**config.mk**
```make
export PLATFORM = sky130hd
export DESIGN_NAME = issue_scoreboard
export DESIGN_NICKNAME = d
export VERILOG_FILES = /design/src/rtl/issue_scoreboard_pkg.sv /design/src/rtl/wb_slot_shifter.sv /design/src/rtl/issue_scoreboard.sv
export SDC_FILE = /design/constraint.sdc
export NUM_CORES = 1
export LEC_CHECK = 0
export CAP_MARGIN = 20
export CORE_MARGIN = 5
export CORE_UTILIZATION = 59
export CTS_BUF_LIST = sky130_fd_sc_hd__clkbuf_8
export DETAILED_ROUTE_END_ITERATION = 8
export PLACE_DENSITY = 0.88
export SLEW_MARGIN = 20
export SYNTH_ARGS = -nofsm -noshare
export SYNTH_HDL_FRONTEND = slang
export SYNTH_HIERARCHICAL = 1
export SYNTH_SLANG_ARGS = --single-unit
```
**constraint.sdc**
```tcl
create_clock -name clock -period 3.9 [get_ports clock]
set_clock_uncertainty 0.1 [all_clocks]
set_input_delay 0.39 -clock clock [delete_from_list [all_inputs] [get_ports clock]]
set_output_delay 0.39 -clock clock [all_outputs]
set_load 0.005 [all_outputs]
```
**src/rtl/issue_scoreboard_pkg.sv**
```systemverilog
// Shared definitions for the issue-stage scoreboard.
//   REG_W            : register index width
//   LAT_*_DEFAULT    : default ALU / load writeback latencies
//   slot_t           : one writeback schedule entry {valid, rd}
package issue_scoreboard_pkg;

  localparam int unsigned REG_W           = 5;
  localparam int unsigned LAT_ALU_DEFAULT = 2;
  localparam int unsigned LAT_MEM_DEFAULT = 4;

  typedef logic [REG_W-1:0] reg_idx_t;

  typedef struct packed {
    logic     valid;
    reg_idx_t rd;
  } slot_t;

endpackage

```
**src/rtl/wb_slot_shifter.sv**
```systemverilog
// Writeback schedule shift register.
// Every clock the entries move one slot towards slot 0 and the top slot
// empties; an optional new entry is written at a one-hot position of the
// post-shift array. Slot 0 is the write retiring in the current cycle.
// Ports:
//   clock, reset   : clock, asynchronous active-low reset
//   ins_en         : write a new entry this cycle
//   ins_pos        : one-hot post-shift position of the new entry
//   ins_reg        : destination register of the new entry
//   slot_valid     : valid flag of every slot
//   head           : slot 0 (retiring write)
module wb_slot_shifter
  import issue_scoreboard_pkg::*;
#(
  parameter int unsigned DEPTH = LAT_MEM_DEFAULT
) (
  input  logic             clock,
  input  logic             reset,
  input  logic             ins_en,
  input  logic [DEPTH-1:0] ins_pos,
  input  reg_idx_t         ins_reg,
  output logic [DEPTH-1:0] slot_valid,
  output slot_t            head
);

  slot_t slot_q [DEPTH];
  slot_t slot_d [DEPTH];

  always_comb begin
    for (int unsigned i = 0; i < DEPTH - 1; i++) begin
      slot_d[i] = slot_q[i+1];
    end
    slot_d[DEPTH-1] = '0;
    // The caller guarantees the target position is empty after the shift.
    for (int unsigned i = 0; i < DEPTH; i++) begin
      if (ins_en && ins_pos[i]) begin
        slot_d[i].valid = 1'b1;
        slot_d[i].rd    = ins_reg;
      end
    end
  end

  always_ff @(posedge clock or negedge reset) begin
    if (!reset) begin
      for (int unsigned i = 0; i < DEPTH; i++) begin
        slot_q[i] <= '0;
      end
    end else begin
      for (int unsigned i = 0; i < DEPTH; i++) begin
        slot_q[i] <= slot_d[i];
      end
    end
  end

  always_comb begin
    for (int unsigned i = 0; i < DEPTH; i++) begin
      slot_valid[i] = slot_q[i].valid;
    end
  end

  assign head = slot_q[0];

endmodule

```
**src/rtl/issue_scoreboard.sv**
```systemverilog
// Issue-stage scoreboard between decode and execute.
// Holds decode (iss_stall) on RAW, WAW or writeback-port hazards, emits a
// registered issue pulse and the writeback schedule that retires pending
// register writes.
// Optional feature: define ISS_FORWARD_EN to treat a register retiring in
// the current cycle as ready (writeback value bypassed).
// Ports:
//   clock, reset          : clock, asynchronous active-low reset
//   id_iss_*              : decoded instruction fields from decode
//   iss_stall             : combinational hold request to decode
//   iss_ex_issue          : registered issue pulse to execute
//   iss_wb_valid/_reg     : write retiring this cycle
//   iss_busy              : pending-write bitmap (bit 0 always 0)
module issue_scoreboard
  import issue_scoreboard_pkg::*;
#(
  parameter int unsigned LAT_ALU = LAT_ALU_DEFAULT,
  parameter int unsigned LAT_MEM = LAT_MEM_DEFAULT
) (
  input  logic             clock,
  input  logic             reset,
  input  logic             id_iss_valid,
  input  logic [REG_W-1:0] id_iss_addra,
  input  logic [REG_W-1:0] id_iss_addrb,
  input  logic             id_iss_usea,
  input  logic             id_iss_useb,
  input  logic [REG_W-1:0] id_iss_regdest,
  input  logic             id_iss_writereg,
  input  logic             id_iss_readmem,
  output logic             iss_stall,
  output logic             iss_ex_issue,
  output logic             iss_wb_valid,
  output logic [REG_W-1:0] iss_wb_reg,
  output logic [31:0]      iss_busy
);

  // Post-shift insert positions, and the slot an ALU write would collide
  // with (none when both latencies are equal).
  localparam logic [LAT_MEM-1:0] ALU_POS  = LAT_MEM'(1) << (LAT_ALU - 1);
  localparam logic [LAT_MEM-1:0] MEM_POS  = LAT_MEM'(1) << (LAT_MEM - 1);
  localparam logic [LAT_MEM-1:0] PORT_CHK = (LAT_ALU < LAT_MEM) ?
                                            (LAT_MEM'(1) << LAT_ALU) : '0;

  logic [31:0]        busy_q, busy_d;
  logic               issue_q, issue_d;
  logic [LAT_MEM-1:0] slot_valid;
  slot_t              head;
  logic               fwd_valid;
  logic               raw, waw, port, issue, alloc;

`ifdef ISS_FORWARD_EN
  assign fwd_valid = head.valid;
`else
  assign fwd_valid = 1'b0;
`endif

  function automatic logic src_ready(input reg_idx_t    r,
                                     input logic [31:0] busy,
                                     input logic        fv,
                                     input reg_idx_t    fr);
    return (r == '0) || !busy[r] || (fv && (fr == r));
  endfunction

  wb_slot_shifter #(.DEPTH(LAT_MEM)) u_shifter (
    .clock      (clock),
    .reset      (reset),
    .ins_en     (alloc),
    .ins_pos    (id_iss_readmem ? MEM_POS : ALU_POS),
    .ins_reg    (id_iss_regdest),
    .slot_valid (slot_valid),
    .head       (head)
  );

  always_comb begin
    raw = (id_iss_usea && !src_ready(id_iss_addra, busy_q, fwd_valid, head.rd)) ||
          (id_iss_useb && !src_ready(id_iss_addrb, busy_q, fwd_valid, head.rd));
    waw = id_iss_writereg && (id_iss_regdest != '0) &&
          !src_ready(id_iss_regdest, busy_q, fwd_valid, head.rd);
    // Loads use the top slot, which is always empty after the shift.
    port = id_iss_writereg && !id_iss_readmem && (|(slot_valid & PORT_CHK));
    iss_stall = id_iss_valid && (raw || waw || port);
    issue     = id_iss_valid && !iss_stall;
    alloc     = issue && id_iss_writereg && (id_iss_regdest != '0);

    busy_d = busy_q;
    if (head.valid) busy_d[head.rd] = 1'b0;
    // Set after clear so a same-cycle set wins.
    if (alloc) busy_d[id_iss_regdest] = 1'b1;
    busy_d[0] = 1'b0;

    issue_d = issue;
  end

  always_ff @(posedge clock or negedge reset) begin
    if (!reset) begin
      busy_q  <= '0;
      issue_q <= 1'b0;
    end else begin
      busy_q  <= busy_d;
      issue_q <= issue_d;
    end
  end

  assign iss_ex_issue = issue_q;
  assign iss_wb_valid = head.valid;
  assign iss_wb_reg   = head.rd;
  assign iss_busy     = busy_q;

endmodule

```
Word level (Yosys, flattened, before mapping)
Cells that the tools add are included.
Storage, ports and cells
  register bits: 56
  input bits: 22
  word-level logic and storage cells: 70
Operators by class
  magnitude comparators: 6
  muxes and demuxes: 17
  bitwise logic cells: 3
  reductions and logical operators: 34
Operators with widths (count)
  $mux W32: 2
  $and A32 B32 Y32: 1
  $not A32 Y32: 1
  $or A32 B32 Y32: 1
  $lt A5 B6 Y1 const B: 4
  $mux W6: 4
  $logic_and A1 B1 Y1: 16
  $bmux W1 S5: 3
  $logic_not A5 Y1: 3
  $demux W1 S5: 2
  $ge A5 B1 Y1 const B: 2
  $logic_not A1 Y1: 8
  $logic_or A1 B1 Y1: 6
  $mux W1: 5
  $reduce_bool A5 Y1: 1
  $mux W4: 1

Logic depth before layout (Yosys ltp)
Gate-level depths: netlist of the first run.
  word-level depth: 16
  mapped depth: 12
  gate-level depth less buffers: 8

Hierarchy
The synthesis of the first run kept the hierarchy.
By module, submodules not included
  issue_scoreboard: times used 1, cells each 270, area each 2536.2 µm²
  wb_slot_shifter: times used 1, cells each 61, area each 923.4 µm²

Worst setup path after synthesis of the first run
Ideal clock, no wire load.
  path kind: input to register
  from: in id_iss_addrb[2]
  to: reg u_shifter/slot_q[12] (netlist name)
  arrival time: 2.675 ns
  required time: 3.675 ns
  slack: 1.000 ns
  stages on the path: 9
  path through: buf_2 -> mux4_2 -> mux2_2 -> a21oi_1 -> nand4_2 -> buf_2 -> nor2_1 -> nand2_1 -> mux2_2
RTL lines
  from (decl): RTL line issue_scoreboard.sv:24  | input logic [REG_W-1:0] id_iss_addrb,
  to (signal, indexed assignment): RTL line wb_slot_shifter.sv:50  | slot_q[i] <= slot_d[i];
  to (decl): RTL line wb_slot_shifter.sv:26  | slot_t slot_q [DEPTH];

Worst setup path in the final report of the first run
  from: in id_iss_addra[1]
  to: out iss_stall
On the way
  longest elaborated chain between the ends: 10
RTL lines
  from (decl): RTL line issue_scoreboard.sv:23  | input logic [REG_W-1:0] id_iss_addra,
  $bmux W1 S5: RTL line issue_scoreboard.sv:61  | return (r == '0) || !busy[r] || (fv && (fr == r));
  $mux W1 (not written as such): RTL line issue_scoreboard.sv:61
  $logic_not A1 Y1: RTL line issue_scoreboard.sv:61
  $logic_or A1 B1 Y1 (*): RTL line issue_scoreboard.sv:61
  $logic_not A1 Y1 (*): RTL line issue_scoreboard.sv:75  | raw = (id_iss_usea && !src_ready(id_iss_addra, busy_q, fwd_valid, head.rd)) ||
  $logic_and A1 B1 Y1 (*): RTL line issue_scoreboard.sv:75
  $logic_or A1 B1 Y1 (*): RTL line issue_scoreboard.sv:75
  $logic_or A1 B1 Y1 (*) (2 in series): RTL line issue_scoreboard.sv:81  | iss_stall = id_iss_valid && (raw || waw || port);
  $logic_and A1 B1 Y1 (*): RTL line issue_scoreboard.sv:81
  to (decl): RTL line issue_scoreboard.sv:30  | output logic iss_stall,
Every way passes the cells marked *; elsewhere a longest branch is shown, timed or not. The select of a mux whose other input is x is not followed.

==> results of run 1 <==
[layer usage]
metal  global-route usage  up-vias  wire, um
met1                0.352     1550      3690
met5                    0        -         0
met3               0.0580       72      1280
met2                0.469      309      4950
li1                     -     1361         -
met4                0.180        0       646
[through the flow]
stage,worst slack [ns],area (um^2)
2_1_floorplan,1.00,3440
3_3_place_gp,0.503,4070
3_5_place_dp,0.372,4070
4_1_cts,0.419,4190
5_1_grt,0.336,4190
6_report,0.380,4190
[path summary, 6_finish.rpt]
kind	startpoint	slack (ns)	endpoint	depth (start not counted)
worst max-delay path	id_iss_addra[1]	0.38	iss_stall	8
worst min-delay path	u_shifter/slot_valid[1]$_DFF_PN0_	0.34	u_shifter/head[5]$_DFF_PN0_	1
worst max register to register	iss_busy[7]$_DFF_PN0_	1.06	u_shifter/slot_q[13]$_DFF_PN0_	9
worst min register to register	u_shifter/slot_valid[1]$_DFF_PN0_	0.34	u_shifter/head[5]$_DFF_PN0_	1
max in group asynchronous	reset	2.39	iss_busy[14]$_DFF_PN0_	3
min in group asynchronous	reset	0.48	iss_busy[10]$_DFF_PN0_	2
[power by group through the flow]
stage,Clock [mW],Sequential (mW),Combinational (mW)
6_report,0.380,0.612,0.216
5_1_grt,0.407,0.613,0.231
4_1_cts,0.380,0.611,0.212
3_5_place_dp,0,0.623,0.210
3_3_place_gp,0,0.622,0.203
2_1_floorplan,0,0.614,0.126
[worst register-to-register path: cells and delay by family (launching register included)]
| family | cells | cell delay (ns) |
|---|---|---|
| AO/OA/AOI/OAI | 2 | 0.34 |
| buffers and inverters | 1 | 0.35 |
| flip-flops | 1 | 0.46 |
| multiplexers | 3 | 1.02 |
| AND/OR/NAND/NOR | 3 | 0.45 |
[layout make-up]
type / instances / area (um^2) / share of cell area
Clock inverter: 3 / 42.5 / 0.0102
Timing Repair Buffer: 78 / 733 / 0.175
Multi-Input combinational cell: 239 / 1840 / 0.439
Sequential cell: 56 / 1400 / 0.335
Tap cell: 72 / 90.1 / 0.0215
Inverter: 3 / 11.3 / 0.00269
Clock buffer: 5 / 68.8 / 0.0164
[registers in the layout, indices dropped and copies added (netlist names)]
register and count:
iss_busy 31, u_shifter/slot_q 15, iss_ex_issue 1, u_shifter/head 6, u_shifter/slot_valid 3
==> flow_metrics.tcl, run 1 <==
set metrics [dict create \
    drive_gt1_frac 0.203 \
    crit_top_cell "clkdlybuf4s50_1" \
    crit_chain "clkdlybuf4s50_1 -> mux2i_1 -> mux4_2 -> o22ai_1 -> a311oi_2 -> nand4_2 -> o21a_1 -> clkdlybuf4s50_1" \
    fp.dieH_um 86.3 \
    pwr_density_cell_nw_per_um2 289 \
    place_congestion 1.03 \
    cts_resized 0 \
    placed_cells 447 \
    cts_setup_buffers 0 \
    cp-end-kind "primary output" \
    clock.fmax_ghz 0.284 \
    netSwitchingPower_uw 330 \
    leakage_nw 1.59 \
    layoutNonFillerInstCount 456 \
    routed_wl_mm 10.6 \
    ant_nets 0 \
    num_io_pins 62 \
    vdd_drop_max_uv 260 \
    clkLatencyLatePin_ns 0.31 \
    clock_sinks 56 \
    critical-path-top-delay-family "buffers and inverters" \
    critical_path_buf_inv_count 2 \
    wl_per_cell_um 23.2 \
    rsz0062_at_grt "false" \
    clkPwrFrac 0.315 \
    cts-hold-fix-buffers 1 \
    arrival_ns 3.03 \
    fillers 397 \
    p_sw_frac 0.274 \
    vias 3292 \
    criticalPathCategory "in2out" \
    area_growth_pct 21.8 \
    hold_class "reg2reg" \
    relSlewSlack 0.537 \
    crit_fanout 11 \
    final_common_cell "clkdlybuf4s50_1" \
    die_area_um2 7450 \
    cts_buffers 5 \
    finalHoldViolCount 0 \
    grt-ovfl-total 0 \
    timing.final.crit_period_ns 3.52 \
    fin_nets 405 \
    synth_area_um2 3440 \
    finalSetupViolCount 0 \
    grt_antenna_before_repair 0 \
    final_max_slew_viol_count 0 \
    viasPerCell 7.22 \
    p_seq_frac 0.506 \
    p_int_uw 878 \
    grt_pass1_wl_mm 16.7 \
    cts_max_level 2 \
    hold_slack_ns 0.341 \
    tns_ns 0 \
    drv_cap 0 \
    coreArea_um2 5570 \
    portBuffers 60 \
    mostFrequentLayoutCells "clkdlybuf4s50_1, dfrtp_1, o21ai_0" \
    cp_slowest_cell "clkdlybuf4s50_1" \
    grt_pass1_vias 3258 \
    dp_hpwl_mm 7.52 \
    fin_crit_sh 0.902 \
    finalPower_mw 1.21 \
    cts_buffer_depth 2 \
    grt_max_degree 35 \
    rows 27 \
    n_antenna_cell 0 \
    die_width_um 86.3 \
    run_status "finished, final reports clean" \
    cp.required_ns 3.41 \
    worst_pin_slew_ns 0.692 \
    ys.warnings.count 6 \
    firstDrtPassIters 6 \
    root_buffer "clkbuf_8" \
    synth_area_per_cell_um2 10.5 \
    clkTransAtPathRegs_ns 0.09 \
    grtUsageTotal 0.289 \
    synth_cells 328 \
    cts_tree "built" \
    power_frac_comb 0.179 \
    drc 0 \
    drtIter0Drc 571 \
    post-route-util 0.751 \
    cp-start-kind "primary input" \
    critPathMaxStageDelay_ns 0.78 \
    start_util 0.617 \
]
Note: power is estimated with default switching activity, not from simulation.
==> inputs of run 2 (changes only) <==
--- a/config.mk
+++ b/config.mk
@@ -6,11 +6,12 @@
 export NUM_CORES = 1
 export LEC_CHECK = 0
 export CAP_MARGIN = 20
-export CORE_MARGIN = 5
-export CORE_UTILIZATION = 59
+export CELL_PAD_IN_SITES_DETAIL_PLACEMENT = 2
+export CELL_PAD_IN_SITES_GLOBAL_PLACEMENT = 2
+export CORE_UTILIZATION = 37
 export CTS_BUF_LIST = sky130_fd_sc_hd__clkbuf_8
 export DETAILED_ROUTE_END_ITERATION = 8
-export PLACE_DENSITY = 0.88
+export PLACE_DENSITY_LB_ADDON = 0.1
 export SLEW_MARGIN = 20
 export SYNTH_ARGS = -nofsm -noshare
 export SYNTH_HDL_FRONTEND = slang
==> run 2 against run 1 <==
Compared with the run above: the run now ends with DRC left; first-iteration DRC count is 72% lower; clock power down 15%; die area is 30% higher; critical path type unchanged.
==> flow_metrics.tcl, run 2 (synthesis gave the netlist of run 1 again) <==
set metrics [dict create \
    run_status "finished with violations" \
    violations "DRC" \
    fin_nets 404 \
    grtUsageTotal 0.280 \
    final_max_slew_viol_count 0 \
    timing.final.crit_period_ns 3.62 \
    crit_chain "clkdlybuf4s50_1 -> nor3_1 -> buf_4 -> a21boi_0 -> nor2b_1 -> o21a_1 -> clkdlybuf4s50_1" \
    area_growth_pct 22.2 \
    p_int_uw 813 \
    final_common_cell "clkdlybuf4s50_1" \
    leakage_nw 1.58 \
    portBuffers 60 \
    largest_reg_flops 31 \
    grt_pass1_wl_mm 20.2 \
    tns_ns 0 \
    critPathMaxStageDelay_ns 0.78 \
    drv_cap 0 \
    cts_buffers 5 \
    netSwitchingPower_uw 346 \
    worst_pin_slew_ns 0.858 \
    grt_pass1_vias 3329 \
    cts_tree "built" \
    cts_max_level 2 \
    critical_path_buf_inv_count 3 \
    pwr_density_cell_nw_per_um2 276 \
    regToRegEndpoint "u_shifter/slot_q[14]$_DFF_PN0_" \
    vias 3120 \
    root_buffer "clkbuf_8" \
    num_io_pins 62 \
    vdd_drop_max_uv 173 \
    drive_gt1_frac 0.201 \
    coreArea_um2 8850 \
    start_util 0.388 \
    critical-path-top-delay-family "buffers and inverters" \
    cts_buffer_depth 2 \
    fin_crit_sh 0.928 \
    routed_wl_mm 12.8 \
    fp.dieH_um 98.4 \
    dp_hpwl_mm 9.31 \
    grt_busiest_layer "met2" \
    viasPerCell 6.35 \
    n_antenna_cell 0 \
    drc 6 \
    crit_top_cell "clkdlybuf4s50_1" \
    cts_setup_buffers 0 \
    finalSetupViolCount 0 \
    grt_max_degree 31 \
    rows 34 \
    clkPwrFrac 0.277 \
    use_met3 0.0372 \
    cp.required_ns 3.41 \
    clock_sinks 56 \
    finalHoldViolCount 0 \
    firstDrtPassIters 6 \
    hold_slack_ns 0.00261 \
    p_seq_frac 0.530 \
    mostFrequentLayoutCells "clkdlybuf4s50_1, dfrtp_1, o21ai_0" \
    timing.rr.start "iss_busy[19]$_DFF_PN0_" \
    cp_slowest_cell "clkdlybuf4s50_1" \
    cts-hold-fix-buffers 0 \
    ant_nets 0 \
    r2r_cells 9 \
    relSlewSlack 0.423 \
    drtIter0Drc 159 \
    hold_class "in2async" \
    arrival_ns 3.13 \
    clock.fmax_ghz 0.276 \
    cp-start-kind "primary input" \
    clkLatencyLatePin_ns 0.31 \
    power_frac_comb 0.193 \
    crit_fanout 14 \
    clkTransAtPathRegs_ns 0.10 \
    p_sw_frac 0.299 \
    rsz0062_at_grt "false" \
    grt-ovfl-total 0 \
    grtUsageMet1 0.398 \
    gr-usage-met2 0.445 \
    cp-endpoint "iss_stall" \
    cp.depth 7 \
    die_area_um2 9680 \
    cp-startpoint "id_iss_regdest[3]" \
    die_width_um 98.4 \
    cts_resized 0 \
    grt_antenna_before_repair 0 \
    wl_per_cell_um 26.0 \
    criticalPathCategory "in2out" \
    reg2reg_slack_ns 1.05 \
    cp-end-kind "primary output" \
    place_congestion 0.878 \
]
[run 2: worst min-delay path by stage]
stage / from / slack [ns] / cells past startpoint / endpoint
3_5_place_dp: u_shifter/slot_valid[1]$_DFF_PN0_ / 0.32 / 1 / u_shifter/head[5]$_DFF_PN0_
3_3_place_gp: u_shifter/slot_valid[1]$_DFF_PN0_ / 0.31 / 1 / u_shifter/head[5]$_DFF_PN0_
4_1_cts: reset / 0.02 / 1 / u_shifter/slot_q[4]$_DFF_PN0_
5_1_grt: reset / 0.03 / 1 / u_shifter/slot_q[4]$_DFF_PN0_
6_report: reset / 0.003 / 1 / u_shifter/slot_q[4]$_DFF_PN0_
2_1_floorplan: reset / -0.006 / 0 / iss_busy[10]$_DFF_PN0_
[run 2: routing by layer]
| metal | part of all wire | up-vias |
|---|---|---|
| met4 | 0.021 | 0 |
| met2 | 0.46 | 101 |
| met3 | 0.046 | 20 |
| met5 | 0 | - |
| met1 | 0.47 | 1648 |
| li1 | - | 1351 |
[run 2: final cells by class]
cell class                      instances  area [um^2]
Fill cell                             943         4650
Timing Repair Buffer                   77          723
Sequential cell                        56         1400
Tap cell                              108          135
Inverter                                3         11.3
Multi-Input combinational cell        239         1840
Clock buffer                            5         68.8
Clock inverter                          3         20.0
[run 2: metrics by stage]
stage	cells	util	power [mW]	instance area (um^2)	setup WS, ns
finish	491	0.475	1.16	4200	0.281
global route	491	0.475	1.20	4200	0.121
CTS	491	0.475	1.16	4200	0.302
detailed placement	483	0.465	0.847	4110	0.305
global placement	483	0.465	0.841	4110	0.379
floorplan	330	-	0.739	3440	1.00
[run 2: power by group through the flow]
stage | sequential [mW] | clock (mW) | combinational, mW
after floorplan | 0.614 | 0 | 0.126
after global placement | 0.624 | 0 | 0.217
after detailed placement | 0.625 | 0 | 0.222
after CTS | 0.614 | 0.326 | 0.223
after global routing | 0.616 | 0.344 | 0.241
final | 0.614 | 0.322 | 0.224
[run 2: worst reg2reg max path, delay by kind of cell, from the launching register on]
kind                   cells  cell delay (ns)
AO/OA/AOI/OAI              1             0.26
buffers and inverters      1             0.22
flip-flops                 1             0.48
multiplexers               3             1.01
AND/OR/NAND/NOR            4             0.66
==> inputs of run 3 (changes only) <==
--- a/config.mk
+++ b/config.mk
@@ -11,7 +11,9 @@
 export CORE_UTILIZATION = 37
 export CTS_BUF_LIST = sky130_fd_sc_hd__clkbuf_8
 export DETAILED_ROUTE_END_ITERATION = 8
+export GPL_TIMING_DRIVEN = 0
 export PLACE_DENSITY_LB_ADDON = 0.1
+export SKIP_LAST_GASP = 1
 export SLEW_MARGIN = 20
 export SYNTH_ARGS = -nofsm -noshare
 export SYNTH_HDL_FRONTEND = slang
==> run 3 against run 2 <==
Compared with the run above: the run still ends with DRC left; sequential power barely moved; design area up 1.3%; first-iteration DRC count is 23% higher; clock power increased by 3%; die area unchanged; final cell count grew 2.0%; non-clock buffer count is 10 higher; worst setup slack lost 0.093 ns; power increased by 1.8%; count of clock-buffer cells in the layout unchanged; combinational power increased by 6%; register-to-register slack got worse by 0.43 ns; critical endpoint unchanged; largest power group unchanged; highest routed layer unchanged.
==> flow_metrics.tcl, run 3 (synthesis gave the netlist of run 1 again) <==
set metrics [dict create \
    criticalPathCategory "in2out" \
    grtUsageTotal 0.288 \
    vias 3177 \
    timing.final.crit_period_ns 3.71 \
    clock.fmax_ghz 0.269 \
    cts_max_level 2 \
    critical_path_buf_inv_count 5 \
    mostFrequentLayoutCells "dfrtp_1, clkdlybuf4s50_1, o21ai_0" \
    num_io_pins 62 \
    crit_top_cell "clkdlybuf4s50_1" \
    r2r_cells 9 \
    vdd_drop_max_uv 145 \
    p_seq_frac 0.517 \
    fin_nets 414 \
    fin_crit_sh 0.952 \
    die_area_um2 9680 \
    crit_chain "clkdlybuf4s50_1 -> clkbuf_4 -> buf_6 -> mux2_2 -> a222oi_1 -> mux2i_1 -> nor3_2 -> buf_4 -> nor2b_1 -> o21a_1 -> clkdlybuf4s50_1" \
    design_area_um2 4250 \
    coreArea_um2 8850 \
    post-place-ws_ns -0.623 \
    cts-hold-fix-buffers 0 \
    placed_cells 493 \
    relSlewSlack 0.506 \
    drv_cap 0 \
    clkPwrFrac 0.281 \
    grt_pass1_vias 3430 \
    final_max_slew_viol_count 0 \
    crit_fanout 10 \
    finalHoldViolCount 0 \
    cp-start-kind "primary input" \
    root_buffer "clkbuf_8" \
    grt_max_degree 57 \
    ant_nets 0 \
    clock_sinks 56 \
    routed_wl_mm 13.3 \
    drc 4 \
    netSwitchingPower_uw 362 \
    rows 34 \
    hold_class "in2async" \
    dp_hpwl_mm 9.53 \
    fp.dieH_um 98.4 \
    layoutNonFillerInstCount 501 \
    worst_pin_slew_ns 0.741 \
    die_width_um 98.4 \
    drive_gt1_frac 0.226 \
    grt_pass1_wl_mm 20.8 \
    run_status "finished with violations" \
    cp.required_ns 3.41 \
    viasPerCell 6.34 \
    grt-ovfl-total 0 \
    power_frac_comb 0.201 \
    area_growth_pct 23.7 \
    drtIter0Drc 196 \
    firstDrtPassIters 9 \
    portBuffers 55 \
    leakage_nw 1.61 \
    largest_reg_flops 31 \
    clkTransAtPathRegs_ns 0.11 \
    cp.depth 11 \
    critPathMaxStageDelay_ns 0.55 \
    cts_buffer_depth 2 \
    cp_slowest_cell "clkdlybuf4s50_1" \
    cts_setup_buffers 0 \
    final_common_cell "dfrtp_1" \
    start_util 0.388 \
    wl_per_cell_um 26.6 \
    cts_buffers 5 \
    place_congestion 0.843 \
    violations "DRC" \
    setup_slack_ns 0.188 \
    critical-path-top-delay-family "buffers and inverters" \
    p_sw_frac 0.307 \
    finalSetupViolCount 0 \
    grt_antenna_before_repair 0 \
    clkLatencyLatePin_ns 0.32 \
    placed_cell_area_um2 4130 \
    cts_tree "built" \
    p_int_uw 819 \
    rsz0062_at_grt "false" \
    arrival_ns 3.22 \
    cp-end-kind "primary output" \
    pwr_density_cell_nw_per_um2 278 \
    n_antenna_cell 0 \
]
## run 3: path summary, 6_finish.rpt
| path | from | endpoint | slack [ns] |
|---|---|---|---|
| min in group clock | u_shifter/slot_valid[3]$_DFF_PN0_ | u_shifter/slot_valid[2]$_DFF_PN0_ | 0.34 |
| max in group asynchronous | reset | iss_busy[5]$_DFF_PN0_ | 3.18 |
| hold reg to reg | u_shifter/slot_valid[3]$_DFF_PN0_ | u_shifter/slot_valid[2]$_DFF_PN0_ | 0.34 |
| setup / recovery | id_iss_regdest[0] | iss_stall | 0.19 |
| setup reg to reg | iss_busy[19]$_DFF_PN0_ | u_shifter/slot_q[14]$_DFF_PN0_ | 0.62 |
| hold / removal | reset | u_shifter/slot_q[2]$_DFF_PN0_ | 0.02 |
## run 3: repair_timing
item,in CTS,in global routing
pin swaps,0,0
endpoints found under the hold margin,0,0
setup endpoints to repair,7,7
gates resized for setup,3,10
cloned,0,0
## run 3: metrics by stage
| stage | utilization | total power [mW] | hold slack [ns] | TNS (ns) |
|---|---|---|---|---|
| final | 0.481 | 1.18 | 0.0208 | 0 |
| after global routing | 0.481 | 1.23 | 0.0724 | 0 |
| after CTS | 0.477 | 1.19 | 0.0430 | 0 |
| after detailed placement | 0.466 | 0.854 | 0.322 | -4.05 |
| after global placement | 0.467 | 0.846 | 0.310 | -2.88 |
| after floorplan | - | 0.739 | -0.00559 | 0 |
## run 3: layout make-up
class / instances / area, um^2
Clock inverter: 3 / 21.3
Buffer: 32 / 199
Timing Repair Buffer: 55 / 548
Inverter: 3 / 11.3
Tap cell: 108 / 135
Multi-Input combinational cell: 239 / 1870
Sequential cell: 56 / 1400
Clock buffer: 5 / 68.8
Fill cell: 930 / 4600
## run 3: power groups by stage
stage,Clock [mW],Combinational [mW],Sequential (mW)
after floorplan,0,0.126,0.614
after global placement,0,0.225,0.621
after detailed placement,0,0.231,0.623
after CTS,0.346,0.234,0.611
after global routing,0.364,0.255,0.613
final,0.332,0.238,0.611
## run 3: routing by layer
layer	vias to the layer above	GRT usage	wire, um
li1	1375	-	-
met1	1639	0.406	6010
met2	133	0.471	6250
met3	30	0.0351	737
met4	0	0.0804	328
met5	-	0	0
